File: src/rtl/inst_fetch.sv
`default_nettype none
// ============================================================================
// Module      : inst_fetch
// Description : Fetch stage with a direct-mapped, single-word-line I-cache and
//               a blocking miss handler toward the memory controller.
// Revision    : 1.0 - initial release
// ============================================================================
module inst_fetch #(
    parameter int ICACHE_LINES = 16
) (
    input  logic        clk,
    input  logic        rst,
    input  logic [4:0]  stall_signal,
    input  logic        jump_flag,
    input  logic [31:0] jump_addr,
    output logic        mem_req_o,
    output logic [31:0] mem_addr_o,
    input  logic        mem_ready_i,
    input  logic [31:0] mem_data_i,
    output logic [31:0] pc_o,
    output logic [31:0] inst_o,
    output logic        stall_req_o
);

    localparam int c_IDX_W = $clog2(ICACHE_LINES);
    localparam int c_TAG_W = 32 - c_IDX_W - 2;

    typedef enum logic [0:0] {
        S_IDLE = 1'b0,
        S_WAIT = 1'b1
    } state_t;

    state_t                    r_state;
    state_t                    w_state_nxt;
    logic [31:0]               r_pc;
    logic [31:0]               r_req_addr;
    logic [ICACHE_LINES-1:0]   r_valid;
    logic [c_TAG_W-1:0]        r_tag  [ICACHE_LINES];
    logic [31:0]               r_data [ICACHE_LINES];

    logic [c_IDX_W-1:0]        w_idx;
    logic [c_TAG_W-1:0]        w_tag;
    logic [c_IDX_W-1:0]        w_fill_idx;
    logic [c_TAG_W-1:0]        w_fill_tag;
    logic                      w_hit;
    logic                      w_start;
    logic                      w_fill;
    logic                      w_unused;

    assign w_idx      = r_pc[c_IDX_W+1:2];
    assign w_tag      = r_pc[31:c_IDX_W+2];
    assign w_fill_idx = r_req_addr[c_IDX_W+1:2];
    assign w_fill_tag = r_req_addr[31:c_IDX_W+2];
    assign w_unused   = ^{stall_signal[4:1], jump_addr[1:0]};

    assign w_hit = (r_state == S_IDLE) && r_valid[w_idx] && (r_tag[w_idx] == w_tag);

    // Next-state logic; a jump on a miss cycle suppresses the request since the
    // missed address is no longer wanted.
    always_comb begin
        w_state_nxt = r_state;
        w_start     = 1'b0;
        w_fill      = 1'b0;
        case (r_state)
            S_IDLE: begin
                if (!w_hit && !jump_flag) begin
                    w_state_nxt = S_WAIT;
                    w_start     = 1'b1;
                end
            end
            S_WAIT: begin
                if (mem_ready_i) begin
                    w_state_nxt = S_IDLE;
                    w_fill      = 1'b1;
                end
            end
            default: w_state_nxt = S_IDLE;
        endcase
    end

    always_ff @(posedge clk) begin
        if (rst) begin
            r_state    <= S_IDLE;
            r_pc       <= 32'h0;
            r_req_addr <= 32'h0;
            r_valid    <= '0;
        end else begin
            r_state <= w_state_nxt;
            if (jump_flag) begin
                r_pc <= {jump_addr[31:2], 2'b00};
            end else if (w_hit && !stall_signal[0]) begin
                r_pc <= r_pc + 32'd4;
            end
            if (w_start) begin
                r_req_addr <= r_pc;
            end
            if (w_fill) begin
                r_valid[w_fill_idx] <= 1'b1;
            end
        end
    end

    // Tag and data storage is qualified by the valid bits, so it carries no reset.
    always_ff @(posedge clk) begin
        if (w_fill) begin
            r_tag[w_fill_idx]  <= w_fill_tag;
            r_data[w_fill_idx] <= mem_data_i;
        end
    end

    assign pc_o        = w_hit ? r_pc : 32'h0;
    assign inst_o      = w_hit ? r_data[w_idx] : 32'h0;
    assign stall_req_o = !w_hit;
    assign mem_req_o   = (r_state == S_WAIT);
    assign mem_addr_o  = (r_state == S_WAIT) ? r_req_addr : 32'h0;

endmodule
`default_nettype wire

File: config.mk
export PLATFORM = sky130hd
export DESIGN_NAME = inst_fetch
export DESIGN_NICKNAME = d
export VERILOG_FILES = /design/src/rtl/inst_fetch.sv
export SDC_FILE = /design/constraint.sdc
export NUM_CORES = 1
export LEC_CHECK = 0
export CAP_MARGIN = 20
export CORE_MARGIN = 2
export CORE_UTILIZATION = 50
export DETAILED_ROUTE_END_ITERATION = 10
export PLACE_DENSITY = 0.68
export SETUP_SLACK_MARGIN = 0.15
export SKIP_LAST_GASP = 1
export SLEW_MARGIN = 10
export SYNTH_ARGS = -nofsm -noshare
export SYNTH_HDL_FRONTEND = slang
export SYNTH_SLANG_ARGS = --single-unit
File: constraint.sdc
create_clock -name clk -period 6.8 [get_ports clk]
set_clock_uncertainty 0.2 [all_clocks]
set_input_delay 1.02 -clock clk [delete_from_list [all_inputs] [get_ports clk]]
set_output_delay 1.02 -clock clk [all_outputs]
set_load 0.03 [all_outputs]
Word level (Yosys, flattened, before mapping)
Memory sizes are Yosys's and may differ from the RTL's. A register that Yosys moved wholly into a read port is not among the register bits.
Cells that the tools add are included.
{ "word_totals": {"wordCells": 45, "inputBits": 73, "out_inout_bits": 98, "reg_bits": 81, "memories": 2, "ramBits": 928} }
{ "memory_table": {"columns": ["name", "words", "width", "read_ports", "rd_ports_with_merged_regs", "write_ports", "line", "source"], "rows": [
  ["r_data", 16, 32, 1, 1, 1, "39", "logic [31:0] r_data [ICACHE_LINES];"],
  ["r_tag", 16, 26, 1, 1, 1, "38", "logic [c_TAG_W-1:0] r_tag [ICACHE_LINES];"]
]} }
{ "classes": {"n_reduce_logical": 10, "mux": 21, "addsub": 1, "bitwise_logic": 2, "n_eq_ne": 1, "order_cmp": 3} }
{ "ops": {"columns": ["operator", "n"], "rows": [
  ["$mux 32", 5],
  ["$add 32x3->32 const B", 1],
  ["$eq 26x26->1", 1],
  ["$mux 4", 4],
  ["$or 16x16->16", 1],
  ["$lt 4x5->1 const B", 2],
  ["$mux 1", 9],
  ["$logic_and 1x1->1", 5],
  ["$bmux 1 s4", 1],
  ["$demux 1 s4", 1],
  ["$ge 4x1->1 const B", 1],
  ["$logic_not 1->1", 3],
  ["$pmux 1 s2", 1],
  ["$reduce_bool 2->1", 1],
  ["$reduce_or 2->1", 1],
  ["$not 1->1", 1]
]} }

Longest topological paths before layout
{ "logic_depth": {"depth_word": 9, "mapped_depth": 16, "mapped_depth_nobuf": 9} }

Worst setup path after synthesis
Ideal clock, no wire load.
{ "synth_path": {"kind": "in2reg", "startpoint": "input mem_ready_i", "endpoint": "memory r_data[0][0] (enable)", "arrival_time_ps": 5463, "cell_stages": 3, "setup_time_ps": 548, "n_path_buf": 0, "setup_slack_ps": 590, "required_ps": 6052, "cell_sequence": "nand2_1 or3_1 nor3_1"} }
{ "synth_via": {"elab_chain_len": 4} }
{ "synth_rtl": {"columns": ["element", "line", "source"], "rows": [
  ["start, declared", "18", "input logic mem_ready_i,"],
  ["$mux 1", "72", "if (mem_ready_i) begin"],
  ["$mux 1", "64", "case (r_state)"],
  ["$mux 1", "105", "if (w_fill) begin"],
  ["$mux 1 (implied by the code)", "107", "r_data[w_fill_idx] <= mem_data_i;"],
  ["end, declared", "39", null]
]} }
Every way passes these cells.

==> impl_metrics.yaml <==
global_route:
  grt_pass1_vias: 21700
  overflow: 0
  grt_pass1_wl_mm: 146
  grt_max_degree: 76
  grt_usage: 0.241
  antenna_found_initial: 3
clock_tree:
  cts_max_path_buffers: 3
  insertion_delay_ns: 0.66
  holdBufCountCts: 0
  htreeDepth: 3
  clock-sinks: 1009
  cts_tree: "yes"
  cts_made_buffers: 102
  ctsRootBufferMaster: "clkbuf_16"
  path_clk_slew_ns: 0.06
floorplanning:
  die_h_microns: 289
  dieArea_sq_um: 83400
  core-area_sq_um: 80400
  row_count: 104
  die_w_microns: 289
  ioPinCount: 171
  initial_utilization: 0.504
placed_design:
  io_buffers: 160
  post-place-ws_ns: 0.761
  hpwl_mm: 56.1
  dp_cells: 3296
  gp_congestion: 0.893
routing:
  viasPerCell: 6.25
  drtPass1Iterations: 5
  num_vias: 21800
  routed_wl_mm: 100
  post_drt_wl_per_cell_microns: 28.7
  ant_nets: 0
  drt_iter0_markers: 2510
  drc: 0
timing:
  hold_viol: 0
  setup_slack_ns: 0.404
  slew_headroom: 0.259
  finalCriticalPeriod_ns: 6.40
  rsz0062_at_grt: "false"
  setup_tns_ns: 0
  max_freq_ghz: 0.156
  worst_pin_slew_ns: 1.11
  final.period_utilization: 0.941
  final-setup-viol-count: 0
  slew_violations: 0
setup_path:
  path_class: "flip-flop to primary output"
  cp.arrival_ns: 5.18
  worstPathRequired_ns: 5.58
  crit_path_end_kind: "primary output"
  reg2reg_depth: 11
  cp_max_fo: 32
  start_kind: "flip-flop"
  rrSetupSlack_ns: 1.66
  rr_endpoint: "r_pc[14]"
logic_synthesis:
  synth_ff_type: "edfxtp_1"
  syn_area_sq_um: 40500
  yosys.area.top_type: "edfxtp_1"
  yosysWarnings: 0
  synth_xor_area_frac: 0.00583
  muxShareOfSynthArea: 0.156
  synth-seq-area-share: 0.727
  synth_edf_count: 928
  avgSynthCellArea_sq_um: 18.8
  synthTopCellsByArea: "edfxtp_1 69%, mux4_2 13%, dfxtp_1 4.0%"
  synthArstFlopShare: 0
  synthAdderAreaFrac: 0.000309
  synth_top_family_by_area: "multiplexers"
  synthSimpleGateAreaFrac: 0.0528
  yosys.area.top_type_share: 0.687
  synth_compound_area_frac: 0.0349
  synth_cells: 2154
  ys_ff_latch: 1009
  ys_types: 78
run_status:
  outcome: "finished clean"
cells_and_area:
  fillers: 5930
  instances_no_fill: 3495
  regArea_sq_um: 29500
  final_cell_mix: "928 x edfxtp_1, 240 x mux4_2, 153 x clkdlybuf4s50_1"
  layout-drive-gt1-share: 0.206
  synthToLayoutAreaGrowth_pct: 15.5
  final_common_cell: "edfxtp_1"
  multi_input_comb_area_sq_um: 10300
  nNetsFinal: 2417
worst_hold_path:
  hp-class: "flip-flop to flip-flop"
  hp-start: "r_valid[12]"
  holdPathStages: 2
  whs_endpoint: "r_valid[12]"
power_and_ir_drop:
  irDropWorstVdd_v: 0.000235
  leakage_nw: 14.7
  power_density_nw_per_um2: 281
run:
  cap_violations: 0
[critical path: stages, from the launching register on]
cell and delay, ns:
dfxtp_4 0.65, buf_4 0.51, mux2_2 0.40, a2bb2oi_1 0.14, nand3_1 0.08, nor3b_1 0.36
a31oi_1 0.31, or3_1 0.43, nor4_2 0.26, nand4_4 0.15, buf_4 0.30, nor2b_1 0.18
clkdlybuf4s50_1 0.69
[sequential cells by signal (all words and copies together), names as in the netlist, named ones only]
register / cells
mem_req_o: 1
r_data: 512
r_pc: 30
r_req_addr: 30
r_tag: 416
r_valid: 16
[power breakdown]
group	leakage (nW)	internal, mW	switching [mW]
registers	9.18	6.80	0.0933
clock network	1.62	3.13	2.36
logic	3.94	0.346	0.420
[cell type report]
type | instances | share of cell area
clock inverter | 68 | 0.0137
inverter | 40 | 0.00326
multi-input combinational | 964 | 0.219
tap | 1060 | 0.0283
timing repair buffer | 226 | 0.0486
antenna | 2 | 0.000107
sequential | 1009 | 0.630
clock buffer | 126 | 0.0566
[worst max-delay path by stage]
stage / end / startpoint / slack, ns / cells after the start
3_3_place_gp: pc_o[19] / flip-flop / 0.74 / 12
3_5_place_dp: pc_o[19] / flip-flop / 0.76 / 12
2_1_floorplan: r_data[0][0] / mem_ready_i / 0.59 / 3
4_1_cts: pc_o[19] / flip-flop / 0.17 / 12
6_report: inst_o[28] / flip-flop / 0.40 / 12
5_1_grt: inst_o[20] / flip-flop / 0.14 / 12
[per-stage QoR]
step	power, mW	hold slack [ns]	utilization	instance area, sq um
2_1_floorplan	7.49	0.235	-	40600
5_1_grt	13.5	0.300	0.582	46800
3_5_place_dp	7.78	0.258	0.540	43400
3_3_place_gp	7.76	0.246	0.540	43400
4_1_cts	13.2	0.271	0.581	46700
6_report	13.2	0.269	0.582	46800
[Yosys cell counts (all sizes together) (10+ instances only)]
cell type  count
nor2b         43
buf           81
inv           39
nand2         35
mux2i         73
nor3          23
nor2         115
and3          13
a2111oi       11
o21ai         46
mux4         243
a211oi        12
nor4          18
dfxtp         81
a311oi        10
mux2          10
and2          34
a22oi         11
nand4         16
xnor2         27
a21oi         44
edfxtp       928
clkbuf        61
nand3         61
nand2b        10
[kinds of logic after synthesis]
logic type,Yosys count
buf+inv,184
other cells,1
mux,326
compound gates,202
xor+xnor,27
fa+ha+maj,1
flops,1009
simple gates,404
[repair_timing]
| action | in CTS | in global routing |
|---|---|---|
| setup endpoints to repair | 25 | 60 |
| setup buffers | 1 | 1 |
| pin swaps | 0 | 0 |
| endpoints found under the hold margin | 0 | 0 |
| cloned | 0 | 1 |
| gates resized for setup | 1 | 10 |
[per-layer routing]
| layer | routed length [microns] | GRT usage | up-vias |
|---|---|---|---|
| met5 | 41 | 0 | - |
| met4 | 2650 | 0.0702 | 6 |
| met3 | 9330 | 0.0394 | 164 |
| met2 | 46800 | 0.378 | 1146 |
| met1 | 41400 | 0.354 | 11400 |
| li1 | - | - | 9147 |
Note: power is estimated with default switching activity, not from simulation.
